File: src/rtl/axi_ic_pkg.sv
// Shared types and constants for the single-master AXI4-Lite interconnect.
// The optional slave timeout is enabled with the AXI_TIMEOUT_EN macro.
package axi_ic_pkg;

    localparam logic [31:0] UART_BASE_DEF   = 32'h2000_0000;
    localparam logic [31:0] PWM_BASE_DEF    = 32'h2000_1000;
    localparam logic [31:0] REGION_MASK_DEF = 32'hFFFF_F000;

    localparam logic [1:0] RESP_OKAY   = 2'b00;
    localparam logic [1:0] RESP_SLVERR = 2'b10;
    localparam logic [1:0] RESP_DECERR = 2'b11;

    localparam int TIMEOUT_CYCLES = 256;

    typedef enum logic [2:0] {
        ST_IDLE,
        ST_RD_ADDR,
        ST_RD_DATA,
        ST_WR_XFER,
        ST_WR_RESP
    } state_t;

    typedef enum logic [1:0] {
        SEL_UART,
        SEL_PWM,
        SEL_NONE
    } sel_t;

    // Bit 0 is UART, bit 1 is PWM; NONE maps to no slave.
    function automatic logic [1:0] sel_onehot(input sel_t s);
        logic [1:0] oh;
        oh = 2'b00;
        unique case (s)
            SEL_UART: oh = 2'b01;
            SEL_PWM:  oh = 2'b10;
            default:  oh = 2'b00;
        endcase
        return oh;
    endfunction

endpackage

File: src/rtl/axi4_lite_interconnect_decoder.sv
// Combinational address decoder: maps an address to UART, PWM or NONE.
// Instantiated once for the read path and once for the write path.
module axi_addr_decoder
    import axi_ic_pkg::*;
#(
    parameter logic [31:0] UART_BASE   = UART_BASE_DEF,
    parameter logic [31:0] PWM_BASE    = PWM_BASE_DEF,
    parameter logic [31:0] REGION_MASK = REGION_MASK_DEF
) (
    input  logic [31:0] i_addr,
    output sel_t        o_sel
);

    logic [31:0] w_region;

    assign w_region = i_addr & REGION_MASK;

    always_comb begin
        o_sel = SEL_NONE;
        unique case (1'b1)
            (w_region == UART_BASE): o_sel = SEL_UART;
            (w_region == PWM_BASE):  o_sel = SEL_PWM;
            default:                 o_sel = SEL_NONE;
        endcase
    end

endmodule

File: src/rtl/axi4_lite_interconnect.sv
// AXI4-Lite 1-to-2 interconnect, one transaction in flight, local DECERR.
// Define AXI_TIMEOUT_EN for the slave watchdog with sticky dead bits.
module axi4_lite_interconnect
    import axi_ic_pkg::*;
#(
    parameter logic [31:0] UART_BASE   = UART_BASE_DEF,
    parameter logic [31:0] PWM_BASE    = PWM_BASE_DEF,
    parameter logic [31:0] REGION_MASK = REGION_MASK_DEF
) (
    input  logic        axi_aclk_i,
    input  logic        axi_aresetn_i,
    input  logic [31:0] araddr_i,
    input  logic [31:0] awaddr_i,
    input  logic        m_arvalid_i,
    output logic        m_arready_o,
    output logic        m_rvalid_o,
    input  logic        m_rready_i,
    output logic [31:0] m_rdata_o,
    output logic [1:0]  m_rresp_o,
    input  logic        m_awvalid_i,
    output logic        m_awready_o,
    input  logic        m_wvalid_i,
    output logic        m_wready_o,
    output logic        m_bvalid_o,
    input  logic        m_bready_i,
    output logic [1:0]  m_bresp_o,
    output logic [1:0]  s_arvalid_o,
    input  logic [1:0]  s_arready_i,
    input  logic [1:0]  s_rvalid_i,
    output logic [1:0]  s_rready_o,
    input  logic [63:0] s_rdata_i,
    output logic [1:0]  s_awvalid_o,
    input  logic [1:0]  s_awready_i,
    output logic [1:0]  s_wvalid_o,
    input  logic [1:0]  s_wready_i,
    input  logic [1:0]  s_bvalid_i,
    output logic [1:0]  s_bready_o
);

    state_t      r_state;
    state_t      w_state_nxt;
    sel_t        r_sel;
    sel_t        w_rd_sel;
    sel_t        w_wr_sel;
    sel_t        w_new_sel;
    logic        r_aw_done;
    logic        r_w_done;
    logic        w_aw_hs;
    logic        w_w_hs;
    logic        w_slv_hs;
    logic        w_local;
    logic [1:0]  w_lresp;
    logic [1:0]  w_oh;
    logic        w_s_arrdy;
    logic        w_s_rvld;
    logic        w_s_awrdy;
    logic        w_s_wrdy;
    logic        w_s_bvld;
    logic [31:0] w_s_rdata;

    axi_addr_decoder #(
        .UART_BASE   (UART_BASE),
        .PWM_BASE    (PWM_BASE),
        .REGION_MASK (REGION_MASK)
    ) u_rd_dec (
        .i_addr (araddr_i),
        .o_sel  (w_rd_sel)
    );

    axi_addr_decoder #(
        .UART_BASE   (UART_BASE),
        .PWM_BASE    (PWM_BASE),
        .REGION_MASK (REGION_MASK)
    ) u_wr_dec (
        .i_addr (awaddr_i),
        .o_sel  (w_wr_sel)
    );

    assign w_new_sel = m_arvalid_i ? w_rd_sel : w_wr_sel;

`ifdef AXI_TIMEOUT_EN
    logic [7:0] r_wait;
    logic [1:0] r_dead;
    logic       r_tmo;
    logic       w_expire;
    logic       w_new_dead;

    // A timed-out or dead slave is completed locally, like an unmapped one.
    assign w_local    = (r_sel == SEL_NONE) || r_tmo;
    assign w_lresp    = (r_sel == SEL_NONE) ? RESP_DECERR : RESP_SLVERR;
    assign w_new_dead = |(r_dead & sel_onehot(w_new_sel));
    assign w_expire   = (r_state != ST_IDLE) && !w_local && !w_slv_hs &&
                        (r_wait == 8'(TIMEOUT_CYCLES - 1));

    always_ff @(posedge axi_aclk_i or negedge axi_aresetn_i) begin
        if (!axi_aresetn_i) begin
            r_wait <= '0;
            r_dead <= '0;
            r_tmo  <= 1'b0;
        end else begin
            if ((r_state == ST_IDLE) || w_slv_hs || w_expire)
                r_wait <= '0;
            else
                r_wait <= r_wait + 8'd1;
            if (r_state == ST_IDLE)
                r_tmo <= w_new_dead;
            else if (w_expire)
                r_tmo <= 1'b1;
            if (w_expire)
                r_dead <= r_dead | sel_onehot(r_sel);
        end
    end
`else
    assign w_local = (r_sel == SEL_NONE);
    assign w_lresp = RESP_DECERR;
`endif

    assign w_oh      = w_local ? 2'b00 : sel_onehot(r_sel);
    assign w_s_arrdy = |(s_arready_i & w_oh);
    assign w_s_rvld  = |(s_rvalid_i & w_oh);
    assign w_s_awrdy = |(s_awready_i & w_oh);
    assign w_s_wrdy  = |(s_wready_i & w_oh);
    assign w_s_bvld  = |(s_bvalid_i & w_oh);
    assign w_s_rdata = w_oh[1] ? s_rdata_i[63:32] :
                       w_oh[0] ? s_rdata_i[31:0]  : 32'h0;

    always_ff @(posedge axi_aclk_i or negedge axi_aresetn_i) begin
        if (!axi_aresetn_i) begin
            r_state   <= ST_IDLE;
            r_sel     <= SEL_NONE;
            r_aw_done <= 1'b0;
            r_w_done  <= 1'b0;
        end else begin
            r_state <= w_state_nxt;
            if (r_state == ST_IDLE)
                r_sel <= w_new_sel;
            if (w_state_nxt == ST_IDLE) begin
                r_aw_done <= 1'b0;
                r_w_done  <= 1'b0;
            end else begin
                r_aw_done <= r_aw_done | w_aw_hs;
                r_w_done  <= r_w_done | w_w_hs;
            end
        end
    end

    always_comb begin
        w_state_nxt = r_state;
        w_aw_hs     = 1'b0;
        w_w_hs      = 1'b0;
        w_slv_hs    = 1'b0;
        m_arready_o = 1'b0;
        m_rvalid_o  = 1'b0;
        m_rdata_o   = 32'h0;
        m_rresp_o   = RESP_OKAY;
        m_awready_o = 1'b0;
        m_wready_o  = 1'b0;
        m_bvalid_o  = 1'b0;
        m_bresp_o   = RESP_OKAY;
        s_arvalid_o = 2'b00;
        s_rready_o  = 2'b00;
        s_awvalid_o = 2'b00;
        s_wvalid_o  = 2'b00;
        s_bready_o  = 2'b00;
        unique case (r_state)
            ST_IDLE: begin
                if (m_arvalid_i)
                    w_state_nxt = ST_RD_ADDR;
                else if (m_awvalid_i)
                    w_state_nxt = ST_WR_XFER;
            end
            ST_RD_ADDR: begin
                if (w_local) begin
                    m_arready_o = 1'b1;
                    w_state_nxt = ST_RD_DATA;
                end else begin
                    s_arvalid_o = w_oh;
                    m_arready_o = w_s_arrdy;
                    if (w_s_arrdy) begin
                        w_slv_hs    = 1'b1;
                        w_state_nxt = ST_RD_DATA;
                    end
                end
            end
            ST_RD_DATA: begin
                if (w_local) begin
                    m_rvalid_o = 1'b1;
                    m_rresp_o  = w_lresp;
                end else begin
                    m_rvalid_o = w_s_rvld;
                    m_rdata_o  = w_s_rdata;
                    s_rready_o = w_oh & {2{m_rready_i}};
                    w_slv_hs   = w_s_rvld & m_rready_i;
                end
                if (m_rvalid_o && m_rready_i)
                    w_state_nxt = ST_IDLE;
            end
            ST_WR_XFER: begin
                // AW and W complete independently; each valid drops once done.
                if (!r_aw_done) begin
                    m_awready_o = w_local ? 1'b1 : w_s_awrdy;
                    s_awvalid_o = w_oh & {2{m_awvalid_i}};
                    w_aw_hs     = m_awvalid_i & m_awready_o;
                end
                if (!r_w_done) begin
                    m_wready_o = w_local ? 1'b1 : w_s_wrdy;
                    s_wvalid_o = w_oh & {2{m_wvalid_i}};
                    w_w_hs     = m_wvalid_i & m_wready_o;
                end
                w_slv_hs = !w_local && (w_aw_hs || w_w_hs);
                if ((r_aw_done || w_aw_hs) && (r_w_done || w_w_hs))
                    w_state_nxt = ST_WR_RESP;
            end
            ST_WR_RESP: begin
                if (w_local) begin
                    m_bvalid_o = 1'b1;
                    m_bresp_o  = w_lresp;
                end else begin
                    m_bvalid_o = w_s_bvld;
                    s_bready_o = w_oh & {2{m_bready_i}};
                    w_slv_hs   = w_s_bvld & m_bready_i;
                end
                if (m_bvalid_o && m_bready_i)
                    w_state_nxt = ST_IDLE;
            end
            default: w_state_nxt = ST_IDLE;
        endcase
    end

endmodule

File: config.mk
export PLATFORM = sky130hd
export DESIGN_NAME = axi4_lite_interconnect
export DESIGN_NICKNAME = d
export VERILOG_FILES = /design/src/rtl/axi_ic_pkg.sv /design/src/rtl/axi4_lite_interconnect_decoder.sv /design/src/rtl/axi4_lite_interconnect.sv
export SDC_FILE = /design/constraint.sdc
export NUM_CORES = 1
export LEC_CHECK = 0
export ABC_AREA = 1
export CAP_MARGIN = 20
export CORE_MARGIN = 2
export CORE_UTILIZATION = 24
export DETAILED_ROUTE_END_ITERATION = 6
export PLACE_DENSITY = 0.81
export REMOVE_ABC_BUFFERS = 1
export SLEW_MARGIN = 40
export SYNTH_ARGS = -nofsm -noshare
export SYNTH_HDL_FRONTEND = slang
export SYNTH_SLANG_ARGS = --single-unit
File: constraint.sdc
create_clock -name axi_aclk_i -period 1.95 [get_ports axi_aclk_i]
set_input_delay 0.39 -clock axi_aclk_i [delete_from_list [all_inputs] [get_ports axi_aclk_i]]
set_output_delay 0.39 -clock axi_aclk_i [all_outputs]
set_load 0.02 [all_outputs]
==> Yosys cells after proc, flatten, opt, wreduce, memory -nomap -nowiden <==
Cells that the tools add are included.
W data, S select, Z words.
{ "classes": {"bitwise_logic": 13, "eq_ne": 10, "reduce_logical": 13, "mux": 52} }
{ "op_table": {"columns": ["cell", "n"], "rows": [
  ["$mux W32", 4],
  ["$eq A20 B18 Y1 const B", 4],
  ["$mux W2", 15],
  ["$mux W1", 22],
  ["$mux W3", 7],
  ["$and A2 B2 Y2", 9],
  ["$pmux W3 S5", 1],
  ["$pmux W2 S2", 3],
  ["$reduce_or A2 Y1", 5],
  ["$eq A3 B2 Y1 const B", 2],
  ["$logic_not A3 Y1", 2],
  ["$eq A3 B1 Y1 const B", 1],
  ["$eq A3 B3 Y1 const B", 1],
  ["$logic_and A1 B1 Y1", 3],
  ["$and A1 B1 Y1", 2],
  ["$eq A2 B1 Y1 const B", 1],
  ["$eq A2 B2 Y1 const B", 1],
  ["$logic_not A2 Y1", 1],
  ["$logic_or A1 B1 Y1", 2],
  ["$or A1 B1 Y1", 2]
]} }
{ "totals": {"elab_cells": 92, "input_bits": 145, "regBits": 7, "out_inout_bits": 51} }

==> Longest topological paths before layout <==
Gate-level depths: netlist of the first run.
{ "logic_depth": {"depth_word": 15, "depth_mapped": 10, "depth_no_buf": 10} }

==> Modules after synthesis <==
From an unflattened synthesis of the first run, not the netlist that was laid out.
{ "hier_totals": {"cells_unflattened": 263, "area_unflattened_um2": 1342.5} }
{ "by_module_without_submodules": {"columns": ["module", "n_inst", "area_each_um2", "seq_area_each_um2", "cells_per_inst"], "rows": [
  ["axi4_lite_interconnect", 1, 1187.4, 176.4, 223],
  ["axi_addr_decoder", 2, 77.6, 0.0, 20]
]} }

==> Worst setup path after synthesis of the first run <==
OpenSTA, ideal clock, no wires.
{ "synth_path": {"path_type": "reg-to-output", "start": "register r_state[2]", "end": "output m_rresp_o[1]", "n_path_buf": 2, "arrival_ns": 1.513, "path_slack_ns": 0.047, "stages_incl_launch_ff": 6, "t_required_ns": 1.560, "cell_sequence": "dfrtp_1 nor3_1 inv_2 clkbuf_1 nor2_1 buf_4"} }
{ "synth_between": {"elab_chain_cells": 2} }
{ "synth_rtl": {"columns": ["item", "line", "rtl"], "rows": [
  ["start: declaration", "axi4_lite_interconnect.sv:40", "state_t r_state;"],
  ["start signal: assignment", "axi4_lite_interconnect.sv:134", "r_state <= w_state_nxt;"],
  ["$eq A3 B2 Y1", "axi4_lite_interconnect.sv:165", "unique case (r_state)"],
  ["$mux W2", "axi4_lite_interconnect.sv:165", null],
  ["end: declaration", "axi4_lite_interconnect.sv:19", "output logic [1:0] m_rresp_o,"]
]} }
No other way between the ends.

==> Worst setup path in the final report of the first run <==
{ "layout_path": {"start": "register r_state[1]", "end": "output m_rdata_o[19]"} }
{ "layout_between": {"elab_chain_cells": 2} }
{ "layout_rtl": {"columns": ["item", "line", "rtl"], "rows": [
  ["$eq A3 B2 Y1", "axi4_lite_interconnect.sv:165", null],
  ["$mux W32", "axi4_lite_interconnect.sv:165", null],
  ["end: declaration", "axi4_lite_interconnect.sv:18", "output logic [31:0] m_rdata_o,"]
]} }
No other way between the ends.

==> qor.yml, run 1 <==
clock_network:
  clk_transition_reported_paths_ns: 0.04
  ctsHtreeMaxLevel: 1
  cts_buffers: 3
  post-cts-setup-buffers: 0
  cts_root_buf: "clkbuf_8"
  clkLatencyLatePin_ns: 0.23
  cts.sinks: 7
  cts.path.max_buffers: 2
  cts_tree: "done"
yosys:
  yosysWarningCount: 0
  synth_edf_count: 0
  synth-seq-cells: 7
  synth_cell_types: 24
  async_flop_share_pct: 100
  synth_area_per_cell_sq_um: 5.08
  synth_area_sq_um: 1300
  netlist_instances: 256
  ys_seq_area_share_pct: 13.6
  synthFlopType: "dfrtp_1"
detailed_routing:
  ant_nets: 0
  first_pass_iters: 4
  dr_total_vias: 2329
  drt_iter0_drc: 72
  via_per_inst: 4.58
  wl_per_cell_um: 13.4
  drc_errors: 0
  wl_um: 6830
layout:
  fill_cells: 502
  fin_cells: 509
  layout-drive-gt1-share_pct: 23.9
  utilization_pct: 60.9
  nNetsFinal: 585
  diodes: 0
  seq_area_sq_um: 178
  multi_input_area_sq_um: 1010
  area.growth.synth_to_final_pct: 142
  design_area_sq_um: 3150
timing:
  max_freq_mhz: 536
  hold_viol_final: 0
  finalMaxSlewViolations: 0
  setup_viol: 0
  slew_headroom_pct: 76.1
  fin_ws_ns: 0.0839
  post-route-period-util_pct: 95.7
  finalSetupTns_ns: 0
  period_minus_slack_ns: 1.87
  rsz0062_at_grt: "true"
  finClkSkew_ns: 0.00406
  tightest_slew_ns: 0.357
power_and_ir_drop:
  power_switching_mw: 1.56
  switching_share_pct: 53.2
  cell_internal_pwr_mw: 1.37
  power_density_nw_per_um2: 929
  pwr-share-seq_pct: 10.2
  vdd_drop_max_mv: 0.637
  p_leak_nw: 1.37
  combPwrFrac_pct: 82.6
  clkPwrFrac_pct: 7.2
critical_path:
  max_stage_delay_ns: 0.36
  critical_path_buf_inv_count: 4
  path_cells: "inv_1 > nor3_4 > inv_2 > buf_4 > a21oi_2 > buf_4"
  cp.arrival_ns: 1.48
  crit_fanout: 17
  start_kind: "register"
  end_kind: "primary output"
  cp_common_cell: "buf_4"
  path_class: "reg -> out"
  cp_slowest_cell: "dfrtp_1"
  required_ns: 1.56
  path_delay_family: "buffers and inverters"
placed_design:
  portBuffers: 171
  gp_congestion: 0.840
  hpwl_um: 5500
  dp_worst_setup_slack_ns: -0.372
  dpl_cell_area_sq_um: 3230
  place_inst: 505
global_routing:
  grt_max_degree: 21
  antenna_found_initial: 0
  grt_pass1_wl_um: 11000
  grt_pass1_vias: 2245
  gr-total-overflow: 0
  track_usage_pct: 21.8
die:
  dieArea_sq_um: 6020
  pin_count: 196
  coreArea_sq_um: 5170
  die_h_um: 77.6
  die_w_um: 77.6
  row_count: 26
  start_util_pct: 25.1
job:
  cap_violations: 0
min_path:
  min_path_type: "in -> async"
run_status:
  run_status: "complete, no violations"
==> cells by family (layout without fill, tap and decap cells) <==
| family | Yosys count | count (layout) | synth area share, % |
|---|---|---|---|
| AO/OA/AOI/OAI | 42 | 42 | 16.8 |
| buffers and inverters | 42 | 225 | 13.9 |
| flip-flops | 7 | 7 | 13.6 |
| AND/OR/NAND/NOR | 165 | 165 | 55.7 |
==> routing by layer <==
metal / wire length [um] / GRT usage (%)
met1: 2720 / 26.7
met2: 3480 / 39.0
met5: 0 / 0
met3: 578 / 5.70
met4: 55 / 3.21
==> state kept, by name (all words and copies together) (netlist names) <==
signal	cells
r_w_done	1
r_sel	2
r_state	3
r_aw_done	1
==> per-stage QoR <==
stage	hold slack (ns)	total power, mW
2_1_floorplan	0.0944	1.45
3_3_place_gp	0.561	2.72
3_5_place_dp	0.572	2.77
4_1_cts	0.445	2.89
5_1_grt	0.443	3.19
6_report	0.436	2.93
==> cells in the final DEF (no fill, tap or decap), types with 3 or more instances in the layout <==
cell / netlist / final
a21oi_1: 36 / 28
a21oi_2: 0 / 8
buf_12: 0 / 3
buf_2: 3 / 33
buf_4: 3 / 34
clkbuf_8: 0 / 3
clkdlybuf4s50_1: 0 / 120
dfrtp_1: 6 / 5
inv_1: 23 / 23
inv_2: 3 / 3
nand2_1: 67 / 66
nand2_2: 2 / 3
nand3_1: 40 / 40
nor2_1: 37 / 36
nor2_2: 2 / 3
nor3_1: 7 / 4
o21ai_0: 3 / 3
==> synthesized netlist by cell type (3+ instances only) <==
master    instances  area, sq um
buf_2             3         15.0
nor4_1            4         25.0
a21oi_1          36          180
nand3_1          40          200
nor2_1           37          139
inv_1            23         86.3
dfrtp_1           6          150
inv_2             3         11.3
o21ai_0           3         15.0
nor3_1            7         35.0
clkbuf_1          9         33.8
buf_4             3         22.5
nand2_1          67          251
==> final cells by class <==
class / count / share of cell area [%]
clock buffers: 4 / 1.43
inverters: 26 / 3.10
multi-input cells: 207 / 32.1
flip-flops and latches: 7 / 5.64
well taps: 70 / 2.78
repair buffers: 195 / 54.9
==> timing repair <==
| item | in CTS | in global routing |
|---|---|---|
| pin swaps | 1 | 0 |
| hold endpoints to repair | 0 | 0 |
| hold buffers | 0 | 0 |
| setup endpoints to repair | 50 | 49 |
| gates resized for setup | 167 | 71 |
==> power by group through the flow <==
stage | Combinational (mW) | Sequential, mW | Clock (mW)
2_1_floorplan | 1.12 | 0.330 | 0
3_3_place_gp | 2.44 | 0.280 | 0
3_5_place_dp | 2.48 | 0.284 | 0
4_1_cts | 2.40 | 0.286 | 0.212
5_1_grt | 2.65 | 0.307 | 0.227
6_report | 2.42 | 0.297 | 0.211
==> worst paths after layout <==
| check | slack (ns) | from | endpoint | cells after the start |
|---|---|---|---|---|
| worst max-delay path | 0.08 | r_state[1] | m_rdata_o[19] | 6 |
| worst min-delay path | 0.44 | axi_aresetn_i | r_aw_done | 1 |
| worst max register to register | 0.23 | r_sel[1] | r_w_done | 12 |
| worst min register to register | 0.61 | r_aw_done | r_aw_done | 2 |
| max in group asynchronous | 1.21 | axi_aresetn_i | r_sel[1] | 1 |
| min in group axi_aclk_i | 0.61 | r_aw_done | r_aw_done | 2 |
Note: power is estimated with default switching activity, not from simulation.
==> run 2, diff against run 1 <==
--- a/config.mk
+++ b/config.mk
@@ -11,7 +11,6 @@
 export CORE_UTILIZATION = 24
 export DETAILED_ROUTE_END_ITERATION = 6
 export PLACE_DENSITY = 0.81
-export REMOVE_ABC_BUFFERS = 1
 export SLEW_MARGIN = 40
 export SYNTH_ARGS = -nofsm -noshare
 export SYNTH_HDL_FRONTEND = slang
==> run 2 against run 1 <==
The flow now finishes with violations (setup timing). Hold slack got worse by 0.019 ns. Combinational power up 3%. Maximum frequency shrank 4.7%. Via count increased by 3.8%. Worst setup slack got worse by 0.092 ns. Non-clock buffer count grew 7. Routed wire length fell by 4.9%. Register-to-register slack about the same. Core utilization is 0.46 points higher. Critical path type unchanged.
==> qor.yml, run 2 (synthesis gave the netlist of run 1 again) <==
run_status:
  run_status: "finished with violations"
  failed_checks: "setup timing"
layout:
  seq_area_sq_um: 176
  final_common_cell: "clkdlybuf4s50_1"
  largest_reg_flops: 3
  area.growth.synth_to_final_pct: 144
  layout-drive-gt1-share_pct: 24.2
  layout_common_cells: "120 x clkdlybuf4s50_1, 66 x nand2_1, 44 x buf_4, 40 x nand3_1, 36 x nor2_1"
  multi_input_area_sq_um: 988
  reg_top3: "r_state (3), r_sel (2)"
  diodes: 0
  largest-register: "r_state"
  utilization_pct: 61.4
  fill_cells: 482
  nNetsFinal: 592
timing:
  tightest_slew_ns: 0.316
  whs_ns: 0.417
  period_minus_slack_ns: 1.96
  post-route-period-util_pct: 100
  hold_viol_final: 0
  max_freq_mhz: 511
  rsz0062_at_grt: "true"
  finalMaxSlewViolations: 0
  setup_viol: 2
  fin_ws_ns: -0.00788
  finClkSkew_ns: 0.000574
  slew_headroom_pct: 78.9
  finalSetupTns_ns: -0.0107
critical_path:
  crit_fanout: 16
  cp.arrival_ns: 1.57
  path_class: "reg -> out"
  max_stage_delay_ns: 0.35
  path_cells: "inv_2 > nor3_2 > inv_2 > buf_12 > a21oi_1 > clkdlybuf4s15_2"
  start_kind: "register"
  critical_path_buf_inv_count: 4
  cp-endpoint: "m_rdata_o[26]"
  required_ns: 1.56
  r2r_setup_slack_ns: 0.23
  r2r-end: "r_aw_done"
  crit_cells: 6
  cp_slowest_cell: "dfrtp_1"
  timing.rr.start: "r_sel[1]"
  path_delay_family: "buffers and inverters"
  reg2reg_depth: 11
  cp_common_cell: "inv_2"
  startpoint: "r_state[1]"
  end_kind: "primary output"
clock_network:
  cts.path.max_buffers: 2
  clkLatencyLatePin_ns: 0.23
  cts.sinks: 7
  clk_transition_reported_paths_ns: 0.04
  cts_buffers: 3
  cts_root_buf: "clkbuf_8"
  ctsHtreeMaxLevel: 1
  cts_tree: "done"
placed_design:
  dp_worst_setup_slack_ns: -0.330
  portBuffers: 171
  hpwl_um: 5450
  gp_congestion: 0.895
power_and_ir_drop:
  switching_share_pct: 51.4
  pwr-share-seq_pct: 9.5
  vdd_drop_max_mv: 0.559
  cell_internal_pwr_mw: 1.45
  power_switching_mw: 1.54
  combPwrFrac_pct: 83.6
  power_density_nw_per_um2: 943
  clkPwrFrac_pct: 6.9
  p_leak_nw: 1.41
  power_mw: 2.99
global_routing:
  grt_pass1_wl_um: 10200
  track_usage_pct: 20.4
  antenna_found_initial: 0
  gr-total-overflow: 0
  grt_max_degree: 25
  grt_pass1_vias: 2283
die:
  start_util_pct: 25.1
  pin_count: 196
  die_h_um: 77.6
  dieArea_sq_um: 6020
  die_w_um: 77.6
  coreArea_sq_um: 5170
  row_count: 26
detailed_routing:
  via_per_inst: 4.68
  ant_nets: 0
  drt_iter0_drc: 67
  dr_total_vias: 2417
  drc_errors: 0
  wl_per_cell_um: 12.6
  wl_um: 6500
  first_pass_iters: 6
min_path:
  min_path_type: "in -> async"
yosys:
  synthesis.nets: 401
job:
  cap_violations: 0
-- run 2: what timing repair did --
action	in CTS	in global routing
hold buffers	0	0
cloned	0	0
setup buffers	1	1
resized for setup	200	36
endpoints found under the hold margin	0	0
pin swaps	1	1
setup endpoints to repair	51	23
-- run 2: worst min-delay path by stage --
stage                     slack [ns]        end  depth (start not counted)           from
after CTS                       0.42  r_aw_done                          1  axi_aresetn_i
after global routing            0.45  r_aw_done                          1  axi_aresetn_i
after global placement          0.56  r_aw_done                          2      r_aw_done
final                           0.42  r_aw_done                          1  axi_aresetn_i
after floorplan                 0.09  r_aw_done                          0  axi_aresetn_i
after detailed placement        0.57   r_w_done                          2       r_w_done
-- run 2: layout make-up --
| cell class | instances | share of cell area, % |
|---|---|---|
| clock buffers | 3 | 1.30 |
| clock inverters | 1 | 0.158 |
| inverters | 26 | 3.07 |
| multi-input cells | 207 | 31.1 |
| flip-flops and latches | 7 | 5.56 |
| well taps | 70 | 2.76 |
| repair buffers | 202 | 56.0 |
-- run 2: worst reg2reg max path: stages, from the launching register on --
cell,delay (ns)
dfstp_2,0.55
nor2_4,0.05
buf_4,0.18
nand2_1,0.10
buf_4,0.11
nand3_1,0.10
nand2_1,0.07
nand2_1,0.07
nand2_1,0.11
nand3_1,0.11
nor2_2,0.11
nor2_1,0.05
-- run 2: stage by stage --
step,instances,cell area (sq um)
6_report,516,3180
5_1_grt,516,3180
4_1_cts,515,3160
3_5_place_dp,510,3270
3_3_place_gp,510,3270
2_1_floorplan,256,1300
-- run 2: routing by layer --
layer	share of wire, %	routed length, um	GRT usage (%)
met5	0	0	0
met4	1.7	113	4.82
met3	8.8	573	3.95
met2	53	3470	40.3
met1	36	2340	21.9
-- run 2: power groups by stage --
| stage | clock, mW | combinational (mW) | sequential, mW |
|---|---|---|---|
| after floorplan | 0 | 1.31 | 0.270 |
| after global placement | 0 | 2.52 | 0.272 |
| after detailed placement | 0 | 2.56 | 0.278 |
| after CTS | 0.210 | 2.47 | 0.278 |
| after global routing | 0.217 | 2.74 | 0.291 |
| final | 0.208 | 2.50 | 0.283 |
